File: config.mk
export PLATFORM = sky130hd
export DESIGN_NAME = octree_fetch_arbiter
export DESIGN_NICKNAME = d
export VERILOG_FILES = /design/src/rtl/octree_fetch_pkg.sv /design/src/rtl/octree_fetch_arbiter_rr_pick2.sv /design/src/rtl/octree_fetch_arbiter.sv
export SDC_FILE = /design/constraint.sdc
export NUM_CORES = 1
export LEC_CHECK = 0
export CAP_MARGIN = 15
export CORE_MARGIN = 4
export CORE_UTILIZATION = 31
export DETAILED_ROUTE_END_ITERATION = 12
export DONT_BUFFER_PORTS = 1
export PLACE_DENSITY = 0.41
export SYNTH_ARGS = -nofsm -noshare
export SYNTH_HDL_FRONTEND = slang
export SYNTH_SLANG_ARGS = --single-unit
File: constraint.sdc
create_clock -name clk -period 6.5 [get_ports clk]
set_input_delay 1.3 -clock clk [delete_from_list [all_inputs] [get_ports clk]]
set_output_delay 1.3 -clock clk [all_outputs]
set_load 0.01 [all_outputs]
File: src/rtl/octree_fetch_pkg.sv
// Shared types and constants for the octree node-fetch arbiter.
package octree_fetch_pkg;

  localparam int ROM_DEPTH_DEFAULT = 38;
  localparam int MAX_REQ           = 8;

  // Width of a requester id; never narrower than one bit.
  function automatic int id_width(input int n);
    return (n > 1) ? $clog2(n) : 1;
  endfunction

  // Slots are sized for the largest supported requester count so the
  // struct stays independent of the NUM_REQ parameter.
  localparam int SLOT_ID_W = id_width(MAX_REQ);

  // One ROM port's worth of in-flight bookkeeping.
  typedef struct packed {
    logic                 vld;
    logic [SLOT_ID_W-1:0] id;
    logic                 err;
  } port_slot_t;

endpackage

File: src/rtl/octree_fetch_arbiter_rr_pick2.sv
// Dual-pick round-robin encoder: the first two eligible requesters found
// scanning upward from rr_ptr (wrapping) are assigned to port 1 then port 2.
module rr_pick2
  import octree_fetch_pkg::*;
#(
  parameter int NUM_REQ = 4
) (
  input  logic [NUM_REQ-1:0]   eligible,
  input  logic [SLOT_ID_W-1:0] rr_ptr,
  output logic                 p1_vld,
  output logic [SLOT_ID_W-1:0] p1_id,
  output logic                 p2_vld,
  output logic [SLOT_ID_W-1:0] p2_id,
  output logic [SLOT_ID_W-1:0] next_ptr
);

  logic [2*NUM_REQ-1:0] doubled;

  // Rotate the eligible vector so bit k is requester (rr_ptr + k) mod NUM_REQ.
  assign doubled = {eligible, eligible} >> rr_ptr;

  // Scan the rotated vector, take the first two hits, then advance the pointer.
  always_comb begin
    // NOTE: every output gets a default before the scan so no path leaves a
    // value unassigned, which would otherwise infer a latch.
    p1_vld   = 1'b0;
    p1_id    = '0;
    p2_vld   = 1'b0;
    p2_id    = '0;
    next_ptr = rr_ptr;
    for (int k = 0; k < NUM_REQ; k++) begin
      if (doubled[k]) begin
        if (!p1_vld) begin
          p1_vld = 1'b1;
          p1_id  = SLOT_ID_W'((int'(rr_ptr) + k) % NUM_REQ);
        end else if (!p2_vld) begin
          p2_vld = 1'b1;
          p2_id  = SLOT_ID_W'((int'(rr_ptr) + k) % NUM_REQ);
        end
      end
    end
    if (p2_vld) begin
      next_ptr = SLOT_ID_W'((int'(p2_id) + 1) % NUM_REQ);
    end else if (p1_vld) begin
      next_ptr = SLOT_ID_W'((int'(p1_id) + 1) % NUM_REQ);
    end
  end

endmodule

File: src/rtl/octree_fetch_arbiter.sv
// Shares a dual-read-port octree node ROM between NUM_REQ traversal units:
// up to two grants per cycle, responses routed back one cycle later.
module octree_fetch_arbiter
  import octree_fetch_pkg::*;
#(
  parameter int NUM_REQ       = 4,
  parameter int ADDRESS_WIDTH = 32,
  parameter int DATA_WIDTH    = 32,
  parameter int ROM_DEPTH     = ROM_DEPTH_DEFAULT
) (
  input  logic                          clk,
  input  logic                          rst,
  input  logic [NUM_REQ-1:0]            req_valid,
  input  logic [NUM_REQ*ADDRESS_WIDTH-1:0] req_addr,
  output logic [NUM_REQ-1:0]            req_ready,
  output logic [NUM_REQ-1:0]            rsp_valid,
  output logic [NUM_REQ*DATA_WIDTH-1:0] rsp_data,
  output logic [NUM_REQ-1:0]            rsp_err,
  output logic [ADDRESS_WIDTH-1:0]      rom_addr1,
  output logic [ADDRESS_WIDTH-1:0]      rom_addr2,
  output logic                          rom_ren,
  input  logic [DATA_WIDTH-1:0]         rom_dout1,
  input  logic [DATA_WIDTH-1:0]         rom_dout2
);

  localparam logic [ADDRESS_WIDTH-1:0] DEPTH_A = ADDRESS_WIDTH'(ROM_DEPTH);

  logic [NUM_REQ-1:0]            pend;
  logic [NUM_REQ-1:0]            eligible;
  logic [SLOT_ID_W-1:0]          rr_ptr;
  logic [SLOT_ID_W-1:0]          rr_next;
  logic                          pick1_vld;
  logic                          pick2_vld;
  logic [SLOT_ID_W-1:0]          pick1_id;
  logic [SLOT_ID_W-1:0]          pick2_id;
  logic [ADDRESS_WIDTH-1:0]      sel_addr1;
  logic [ADDRESS_WIDTH-1:0]      sel_addr2;
  port_slot_t                    p1_d;
  port_slot_t                    p2_d;
  port_slot_t                    p1_q;
  port_slot_t                    p2_q;
  logic [NUM_REQ*DATA_WIDTH-1:0] data_d;
  logic [NUM_REQ*DATA_WIDTH-1:0] data_q;

  // A requester is pending exactly while its response slot is in flight.
  always_comb begin
    pend = '0;
    for (int i = 0; i < NUM_REQ; i++) begin
      pend[i] = (p1_q.vld && p1_q.id == SLOT_ID_W'(i)) ||
                (p2_q.vld && p2_q.id == SLOT_ID_W'(i));
    end
    eligible = req_valid & ~pend;
  end

  rr_pick2 #(
    .NUM_REQ (NUM_REQ)
  ) u_pick (
    .eligible (eligible),
    .rr_ptr   (rr_ptr),
    .p1_vld   (pick1_vld),
    .p1_id    (pick1_id),
    .p2_vld   (pick2_vld),
    .p2_id    (pick2_id),
    .next_ptr (rr_next)
  );

  // Select granted addresses, raise ready, and drive the ROM ports;
  // out-of-range addresses still occupy their port but read word 0.
  always_comb begin
    sel_addr1 = '0;
    sel_addr2 = '0;
    req_ready = '0;
    for (int i = 0; i < NUM_REQ; i++) begin
      if (pick1_vld && pick1_id == SLOT_ID_W'(i)) begin
        sel_addr1    = req_addr[i*ADDRESS_WIDTH +: ADDRESS_WIDTH];
        req_ready[i] = 1'b1;
      end
      if (pick2_vld && pick2_id == SLOT_ID_W'(i)) begin
        sel_addr2    = req_addr[i*ADDRESS_WIDTH +: ADDRESS_WIDTH];
        req_ready[i] = 1'b1;
      end
    end
    p1_d      = '{vld: pick1_vld, id: pick1_id, err: pick1_vld && (sel_addr1 >= DEPTH_A)};
    p2_d      = '{vld: pick2_vld, id: pick2_id, err: pick2_vld && (sel_addr2 >= DEPTH_A)};
    rom_addr1 = (p1_d.vld && !p1_d.err) ? sel_addr1 : '0;
    rom_addr2 = (p2_d.vld && !p2_d.err) ? sel_addr2 : '0;
    rom_ren   = pick1_vld | pick2_vld;
  end

  // Route the ROM words of last cycle's grants back to their requesters;
  // other slices present the last word they delivered.
  always_comb begin
    rsp_valid = '0;
    rsp_err   = '0;
    data_d    = data_q;
    for (int i = 0; i < NUM_REQ; i++) begin
      if (p1_q.vld && p1_q.id == SLOT_ID_W'(i)) begin
        rsp_valid[i] = 1'b1;
        rsp_err[i]   = p1_q.err;
        data_d[i*DATA_WIDTH +: DATA_WIDTH] = p1_q.err ? '0 : rom_dout1;
      end else if (p2_q.vld && p2_q.id == SLOT_ID_W'(i)) begin
        rsp_valid[i] = 1'b1;
        rsp_err[i]   = p2_q.err;
        data_d[i*DATA_WIDTH +: DATA_WIDTH] = p2_q.err ? '0 : rom_dout2;
      end
    end
    rsp_data = data_d;
  end

  // Pointer, pipeline slots and per-requester data hold registers.
  always_ff @(posedge clk or posedge rst) begin
    if (rst) begin
      // NOTE: the data hold register is reset too, because its contents are
      // visible on rsp_data and must read as zero straight out of reset.
      rr_ptr <= '0;
      p1_q   <= '0;
      p2_q   <= '0;
      data_q <= '0;
    end else begin
      // NOTE: non-blocking assignments so every register samples the
      // pre-edge values regardless of statement order.
      rr_ptr <= rr_next;
      p1_q   <= p1_d;
      p2_q   <= p2_d;
      data_q <= data_d;
    end
  end

endmodule

==> flow_summary_export.csv, run 1 <==
group,metric,value,unit
run_status,status,"complete, no violations",
logic_synthesis,syn_inst,1216,
sta,rsz0062_at_grt,"no",
clock_network,clk_latency,440,ps
logic_synthesis,synth_edf_count,0,
global_route,grt.total_usage,21.2,%
worst_setup_path,max_stage_delay,520,ps
final_layout,syn_to_final_growth,8.35,%
sta,fin_skew,20.9,ps
clock_network,cts_hold_buffers,0,
logic_synthesis,ys.flop_type,"dfrtp_1",
floorplan,ios,403,
route,vias,8573,
worst_setup_path,crit_fanout,27,
floorplan,initial_core_util,31.5,%
sta,hold_viol,0,
worst_setup_path,start_kind,"flop",
worst_setup_path,crit_path_end_kind,"primary output",
worst_setup_path,cp.required,5200,ps
sta,fmax,162,MHz
floorplan,fp.coreArea,28900,um^2
sta,tightest_slew,984,ps
clock_network,cts_buffers,17,
flow_run,max-cap-violations,0,
logic_synthesis,synth.yosys.seq_area_share,38.0,%
hold_path,hold_start,"data_q[53]",
sta,period_minus_slack,6180,ps
logic_synthesis,ys_seq_elements,138,
placement,dp_hpwl,26200,um
placement,port_buffers,0,
floorplan,dieWidth,179,um
sta,relSlewSlack,34.4,%
logic_synthesis,synth_area_leaders,"dfrtp_1 38%, a21oi_1 9.6%, nor2_1 8.2%",
route,route.detailed.drc,0,
final_layout,nets,1367,
clock_network,cts_root_buf,"clkbuf_16",
floorplan,die_area,32100,um^2
worst_setup_path,path_cells,"nand3b_4 > nand4_1 > and2_1 > a21oi_1 > ha_1 > nand2_1 > o32a_1 > o211ai_1 > o21ai_2 > a221o_1 > a222oi_1 > nand2_1 > a211oi_1 > buf_4",
clock_network,htreeDepth,4,
global_route,grt_max_degree,86,
route,routed_wl,36000,um
logic_synthesis,yosysUniqueCellTypes,83,
floorplan,rows,62,
clock_network,post_cts_resized,0,
worst_setup_path,arrival,4880,ps
route,dr.pass1.iters,5,
sta,tns,0,ps
sta,setup_viol,0,
worst_setup_path,worst-setup-path-type,"flop to primary output",
power,pwr_density_cell,575,nW/um^2
route,wire_per_inst,23.0,um
global_route,antenna_found_initial,3,
worst_setup_path,path_common_cell,"nand2_1",
final_layout,drive_gt1_share,7.63,%
clock_network,clk_pin_slew,70,ps
route,drt-initial-drc-count,530,
power,vdd_drop_max,248,uV
global_route,overflow,0,
hold_path,min_path_type,"flop to flop",
logic_synthesis,yosysMostFrequentCell,"nor2_1",
placement,gp_congestion,0.879,
worst_setup_path,crit_start,"p2_q[2]",
worst_setup_path,worstReg2RegStart,"p2_q[2]",
clock_network,post-cts-setup-buffers,0,
route,vias_per_cell,5.47,
sta,drv_slew,0,
floorplan,die_height,179,um
logic_synthesis,synth_common_cells,"198 x nor2_1, 180 x nand2_1, 174 x a21oi_1",
clock_network,clock-sinks,138,
route,ant_nets,0,
logic_synthesis,synth.largest_area_cell,"dfrtp_1",
logic_synthesis,synth.cell_area,9090,um^2
logic_synthesis,syn_area_per_cell,7.48,um^2
global_route,grt_pass1_vias,7987,
worst_setup_path,critPathSlowestCell,"a222oi_1",
global_route,grt_pass1_wl,51700,um
clock_network,cts_tree,"yes",
logic_synthesis,yosysTopAreaCellShare,38.0,%
logic_synthesis,ys_warn_count,0,
logic_synthesis,synthArstFlopShare,100,%
clock_network,clockBufferDepth,2,
sta,fin_crit_sh,95.0,%
power,fin_total_pwr,0.00566,W
power,p_leak,3.92,nW
final cells by class:
class | instances | area (um^2)
timing repair buffer | 20 | 150
multi-input combinational | 980 | 5100
clock buffer | 17 | 425
inverter | 10 | 42.5
fill | 3125 | 19000
antenna | 4 | 10.0
tap | 384 | 480
clock inverter | 15 | 190
sequential | 138 | 3450
registers in the layout (all words and copies together) (netlist names):
register / cells
data_q: 128
p1_q: 4
p2_q: 4
rr_ptr: 2
worst max-delay path, delay by kind of cell, from the launching register on:
family | cells | cell delay, ps
adder cells (fa/ha/maj) | 1 | 250
buffers and inverters | 1 | 220
AO/OA/AOI/OAI | 7 | 2270
flip-flops | 1 | 510
AND/OR/NAND/NOR | 5 | 1190
layer usage:
layer,vias to the layer above,share of wire (%),global-route usage [%]
li1,4080,-,-
met1,4114,41,26.7
met2,355,49,36.0
met3,22,8.4,5.74
met4,2,1.6,5.84
met5,-,0.036,0
stage by stage:
stage          worst slack [ps]  instance area (um^2)  util [%]  std cells  hold WS (ps)
5_1_grt                    61.8                  9850      34.1       1568           676
3_3_place_gp                493                  9230      32.0       1532           656
6_report                    323                  9850      34.1       1568           658
4_1_cts                     239                  9840      34.1       1564           662
3_5_place_dp                376                  9230      32.0       1532           652
2_1_floorplan              1210                  9290         -       1267           624
placed cells by master (no fill, tap or decap), types with 4 or more instances in the layout:
cell type / Yosys / final
clkbuf_16: 0 / 17
or4_1: 4 / 4
nand3_1: 12 / 11
nand4_1: 12 / 12
o2111ai_1: 4 / 4
nand2_1: 180 / 180
nor2_1: 198 / 198
nor2b_1: 33 / 33
buf_4: 53 / 20
and3_1: 11 / 10
o2bb2ai_1: 4 / 4
o211ai_1: 10 / 10
dfrtp_1: 138 / 137
diode_2: 0 / 4
inv_1: 7 / 6
a221oi_1: 4 / 4
and4_1: 4 / 4
nor4_1: 14 / 14
o21ai_0: 118 / 118
conb_1: 1 / 52
a31oi_1: 5 / 5
nor3_1: 22 / 22
a211o_1: 4 / 4
inv_6: 0 / 8
a211oi_1: 11 / 11
clkinv_8: 0 / 4
a22oi_1: 14 / 14
a21oi_1: 174 / 174
o22ai_1: 7 / 7
path summary, 6_finish.rpt:
| check | end | slack (ps) | depth (start not counted) |
|---|---|---|---|
| worst max-delay path | rom_addr2[4] | 320 | 14 |
| worst min-delay path | data_q[53] | 660 | 2 |
| worst max register to register | p1_q[0] | 2430 | 10 |
| worst min register to register | data_q[53] | 660 | 2 |
| max in group asynchronous | p1_q[0] | 4280 | 2 |
| min in group asynchronous | data_q[7] | 890 | 1 |
report_power, final:
part,switching [W],internal (W),total (W)
registers,0.000131,0.00117,0.00130
clock network,0.000471,0.000557,0.00103
logic,0.00240,0.000937,0.00334
logic make-up (layout without fill, tap and decap cells):
family,Yosys count,in the layout,share of synthesized area (%)
AO/OA/AOI/OAI,396,396,25.7
XOR/XNOR,3,3,0.289
AND/OR/NAND/NOR,517,517,25.6
multiplexers,9,9,1.27
buffers and inverters,149,62,8.72
other,1,56,0.0412
adder cells (fa/ha/maj),3,3,0.385
flip-flops,138,138,38.0
Note: power is estimated with default switching activity, not from simulation.
==> inputs of run 2 (changes only) <==
==> constraint.sdc (replaced) <==
create_clock -name clk -period 7.5 [get_ports clk]
set_input_delay 1.5 -clock clk [delete_from_list [all_inputs] [get_ports clk]]
set_output_delay 1.5 -clock clk [all_outputs]
set_load 0.01 [all_outputs]
==> run 2 against run 1 <==
Effect of this change: design area is 1.1% lower; sequential power is 11% lower; wire length is 0.91% higher; final cell count is 0.57% lower; utilization is 0.37 points lower; first-iteration DRC count is 18% higher; largest power group unchanged; count of clock-buffer cells in the layout is 1 higher; critical path type unchanged; sequential cell count stayed put; combinational power is 16% lower; power is 15% lower.
==> flow_summary_export.csv, run 2 (synthesized netlist as in run 1, its figures left out) <==
group,metric,value,unit
run_status,status,"complete, no violations",
placement,gp_congestion,0.890,
route,vias_per_cell,5.47,
worst_setup_path,crit_fanout,70,
floorplan,ios,403,
sta,setup_viol,0,
route,routed_wl,36300,um
route,dr.pass1.iters,5,
clock_network,cts_buffers,17,
floorplan,dieWidth,179,um
power,pwr_density_cell,493,nW/um^2
route,route.detailed.drc,0,
placement,port_buffers,0,
sta,tightest_slew,1010,ps
clock_network,cts_hold_buffers,0,
sta,relSlewSlack,32.4,%
sta,fin_skew,15.3,ps
route,vias,8520,
hold_path,min_path_type,"flop to flop",
worst_setup_path,arrival,5420,ps
clock_network,cts_tree,"yes",
final_layout,regMostFlops,"data_q",
placement,placed_cell_area,9170,um^2
final_layout,reg_top3,"data_q x128, p1_q x4, p2_q x4",
global_route,grt_pass1_wl,52300,um
clock_network,clk_latency,420,ps
sta,rsz0062_at_grt,"no",
final_layout,layout.cells.non_filler,1559,
floorplan,die_height,179,um
global_route,overflow,0,
clock_network,cts_root_buf,"clkbuf_16",
sta,drv_slew,0,
final_layout,nFillCells,3095,
route,drt-initial-drc-count,626,
worst_setup_path,worst-setup-path-type,"flop to primary output",
global_route,antenna_found_initial,1,
worst_setup_path,path_cells,"or3b_4 > nand4_2 > and2_1 > a21oi_1 > ha_1 > nand2_1 > o32a_1 > o211ai_1 > o21ai_2 > a221o_1 > a222oi_1 > nand2_1 > a211oi_1",
worst_setup_path,critPathSlowestCell,"or3b_4",
sta,period_minus_slack,6920,ps
final_layout,final_common_cell,"nor2_1",
final_layout,largest_reg_flops,128,
global_route,grt.total_usage,21.5,%
floorplan,die_area,32100,um^2
clock_network,post_cts_resized,0,
sta,fin_hold_ws,657,ps
sta,hold_viol,0,
clock_network,clockBufferDepth,2,
route,wire_per_inst,23.3,um
worst_setup_path,start_kind,"flop",
clock_network,post-cts-setup-buffers,0,
route,ant_nets,0,
floorplan,rows,62,
clock_network,htreeDepth,4,
clock_network,clock-sinks,138,
global_route,grt_pass1_vias,7954,
final_layout,syn_to_final_growth,7.18,%
placement,dp_hpwl,26100,um
flow_run,max-cap-violations,0,
sta,fmax,145,MHz
sta,tns,0,ps
worst_setup_path,max_stage_delay,860,ps
final_layout,nets,1359,
power,fin_total_pwr,0.00481,W
worst_setup_path,crit_path_end_kind,"primary output",
final_layout,drive_gt1_share,7.00,%
final_layout,final_cell_area,9750,um^2
clock_network,clk_pin_slew,60,ps
sta,fin_crit_sh,92.3,%
final_layout,final_cell_mix,"198 x nor2_1, 180 x nand2_1, 174 x a21oi_1, 137 x dfrtp_1, 118 x o21ai_0",
floorplan,initial_core_util,31.5,%
worst_setup_path,path_common_cell,"nand2_1",
placement,dp_cells,1524,
power,vdd_drop_max,214,uV
power,p_leak,3.85,nW
global_route,grt_max_degree,72,
worst_setup_path,cp.required,6000,ps
floorplan,fp.coreArea,28900,um^2
run 2: layer usage:
layer / vias up / track usage (%) / wire length (um)
li1: 4063 / - / -
met2: 380 / 36.3 / 17900
met4: 0 / 4.98 / 574
met1: 4056 / 27.5 / 14800
met5: - / 0 / 0
met3: 21 / 5.71 / 3080
run 2: final timing paths:
path,start,to,slack [ps],cells after the start
max reg2reg,p2_q[4],p1_q[0],2780,12
min,data_q[56],data_q[56],660,2
min in group asynchronous,rst,data_q[10],1080,1
max,p2_q[4],rom_addr2[4],580,13
min reg2reg,data_q[56],data_q[56],660,2
max in group asynchronous,rst,p1_q[0],4980,2
run 2: critical path, delay by kind of cell, from the launching register on:
family,cells,cell delay [ps]
AO/OA/AOI/OAI,7,2450
adder cells (fa/ha/maj),1,250
flip-flops,1,490
AND/OR/NAND/NOR,5,1730
run 2: power breakdown:
group | leakage [nW] | internal, W | switching (W)
registers | 1.83 | 0.00101 | 0.000148
clock network | 0.269 | 0.000447 | 0.000385
logic | 1.75 | 0.000775 | 0.00204
run 2: layout make-up:
type / instances / area (um^2) / area share (%)
Sequential cell: 138 / 3450 / 35.4
Clock buffer: 18 / 439 / 4.51
Clock inverter: 14 / 133 / 1.36
Tap cell: 384 / 480 / 4.93
Inverter: 10 / 42.5 / 0.436
Antenna cell: 3 / 7.51 / 0.0770
Timing Repair Buffer: 12 / 90.1 / 0.924
Multi-Input combinational cell: 980 / 5100 / 52.3
run 2: stage by stage:
stage / setup WS, ps / util, %
6_report: 581 / 33.8
5_1_grt: 36.8 / 33.8
4_1_cts: 531 / 33.7
3_5_place_dp: 986 / 31.8
3_3_place_gp: 1060 / 31.8
2_1_floorplan: 1810 / -
==> inputs of run 3 (changes only) <==
--- a/config.mk
+++ b/config.mk
@@ -6,11 +6,11 @@
 export NUM_CORES = 1
 export LEC_CHECK = 0
 export CAP_MARGIN = 15
-export CORE_MARGIN = 4
-export CORE_UTILIZATION = 31
+export CORE_AREA = 4 4 155 157
 export DETAILED_ROUTE_END_ITERATION = 12
+export DIE_AREA = 0 0 159 161
 export DONT_BUFFER_PORTS = 1
-export PLACE_DENSITY = 0.41
+export PLACE_DENSITY = 0.5
 export SYNTH_ARGS = -nofsm -noshare
 export SYNTH_HDL_FRONTEND = slang
 export SYNTH_SLANG_ARGS = --single-unit
==> run 3 against run 2 <==
Effect of this change: clock power rose by 7.0%; global-route usage up 3.7 points; highest routed layer unchanged; power increased by 0.51%; critical path type unchanged; hold slack is essentially flat.
==> flow_summary_export.csv, run 3 (synthesized netlist as in run 1, its figures left out) <==
group,metric,value,unit
clock_network,clk_latency,420,ps
worst_setup_path,worst-setup-path-type,"flop to primary output",
final_layout,final_common_cell,"nor2_1",
placement,pre_cts_ws,1140,ps
final_layout,regMostFlops,"data_q",
sta,relSlewSlack,35.0,%
flow_run,max-cap-violations,0,
hold_path,hold_start,"data_q[53]",
power,p_int,0.00231,W
sta,fmax,152,MHz
final_layout,final_cell_mix,"198 x nor2_1, 180 x nand2_1, 174 x a21oi_1, 138 x dfrtp_1, 118 x o21ai_0",
clock_network,post-cts-setup-buffers,0,
final_layout,nets,1360,
final_layout,reg_top3,"data_q x128, p1_q x4, p2_q x4",
power,vdd_drop_max,215,uV
power,power_switching,0.00252,W
clock_network,cts_tree,"yes",
placement,dp_hpwl,24500,um
floorplan,initial_core_util,40.4,%
clock_network,htreeDepth,4,
global_route,grt_util_met3,6.43,%
worst_setup_path,crit_start,"p2_q[2]",
floorplan,ios,403,
worst_setup_path,worstReg2RegStart,"p2_q[2]",
global_route,overflow,0,
global_route,top_usage_layer,"met2",
route,dr.pass1.iters,4,
route,route.detailed.drc,0,
clock_network,cts_hold_buffers,0,
final_layout,fin_util,42.9,%
power,fin_total_pwr,0.00483,W
power,p_sw_share,52.1,%
final_layout,drive_gt1_share,6.91,%
sta,fin_crit_sh,87.7,%
power,clkPwrFrac,18.4,%
worst_setup_path,crit_fanout,33,
clock_network,post_cts_resized,0,
floorplan,die_area,25600,um^2
power,p_leak,3.86,nW
worst_setup_path,crit_path_end_kind,"primary output",
global_route,grt_max_degree,76,
route,ant_nets,0,
global_route,grt.total_usage,25.2,%
global_route,met1_usage,32.4,%
final_layout,largest_reg_flops,128,
sta,setup_viol,0,
placement,gp_congestion,0.887,
sta,fin_ws,921,ps
final_layout,layout.cells.non_filler,1461,
worst_setup_path,start_kind,"flop",
hold_path,min_path_type,"flop to flop",
route,vias,8424,
clock_network,clock-sinks,138,
clock_network,cts_root_buf,"clkbuf_16",
placement,port_buffers,0,
floorplan,die_height,161,um
sta,rsz0062_at_grt,"no",
sta,tns,0,ps
sta,period_minus_slack,6580,ps
final_layout,nFillCells,2260,
sta,hold_viol,0,
power,p_seq_share,23.7,%
floorplan,rows,55,
worst_setup_path,arrival,5080,ps
floorplan,fp.coreArea,22500,um^2
sta,tightest_slew,976,ps
global_route,antenna_found_initial,3,
final_layout,syn_to_final_growth,6.14,%
clock_network,cts_buffers,17,
route,routed_wl,33800,um
run_status,status,"complete, no violations",
global_route,grt_pass1_wl,50800,um
route,drt-initial-drc-count,634,
global_route,grt_pass1_vias,8011,
placement,dp_cells,1426,
sta,drv_slew,0,
floorplan,dieWidth,159,um
route,vias_per_cell,5.77,
sta,fin_skew,13.5,ps
route,wire_per_inst,23.2,um
power,pwr_density_cell,501,nW/um^2
worst_setup_path,cp.required,6000,ps
global_route,met2_usage,41.2,%
clock_network,clk_pin_slew,70,ps
clock_network,clockBufferDepth,2,
power,comb_power_share,57.8,%
-- run 3: worst paths after layout --
check / endpoint / slack (ps) / cells past startpoint
max in group asynchronous: data_q[84] / 5050 / 2
max reg2reg: p1_q[0] / 2810 / 12
min: data_q[53] / 660 / 2
max: rom_addr1[5] / 920 / 12
min in group asynchronous: data_q[10] / 1010 / 1
min reg2reg: data_q[53] / 660 / 2
-- run 3: through the flow --
step / area [um^2] / hold slack (ps)
after floorplan: 9290 / 624
after global placement: 9030 / 653
after detailed placement: 9030 / 652
after CTS: 9640 / 661
after global routing: 9650 / 700
final: 9650 / 656
-- run 3: power by group through the flow --
stage                     combinational, W  clock (W)  sequential, W
after floorplan                    0.00218          0        0.00110
after global placement             0.00279          0        0.00115
after detailed placement           0.00279          0        0.00116
after CTS                          0.00280   0.000910        0.00115
after global routing               0.00306   0.000944        0.00118
final                              0.00280   0.000890        0.00115
-- run 3: critical path: stages (launching register included) --
cell and delay, ps:
dfrtp_1 460, nand3b_2 780, nand4_1 430, and2_1 260
a21oi_1 130, ha_1 340, mux2i_2 150, a221oi_2 770
nor2_1 240, a2111oi_2 490, a21o_1 130, nand2_1 50
nor4_1 430
-- run 3: area by class of cell --
class	count	area (um^2)	area share (%)
clock inverter	14	185	1.92
clock buffer	18	429	4.45
inverter	10	42.5	0.441
timing repair buffer	13	97.6	1.01
tap	285	357	3.69
multi-input combinational	980	5080	52.6
antenna	3	7.51	0.0778
sequential	138	3450	35.8
-- run 3: metal layers --
metal	part of all wire (%)	routed length, um
met5	0	0
met4	3.4	1140
met2	48	16100
met1	41	13900
met3	7.8	2640
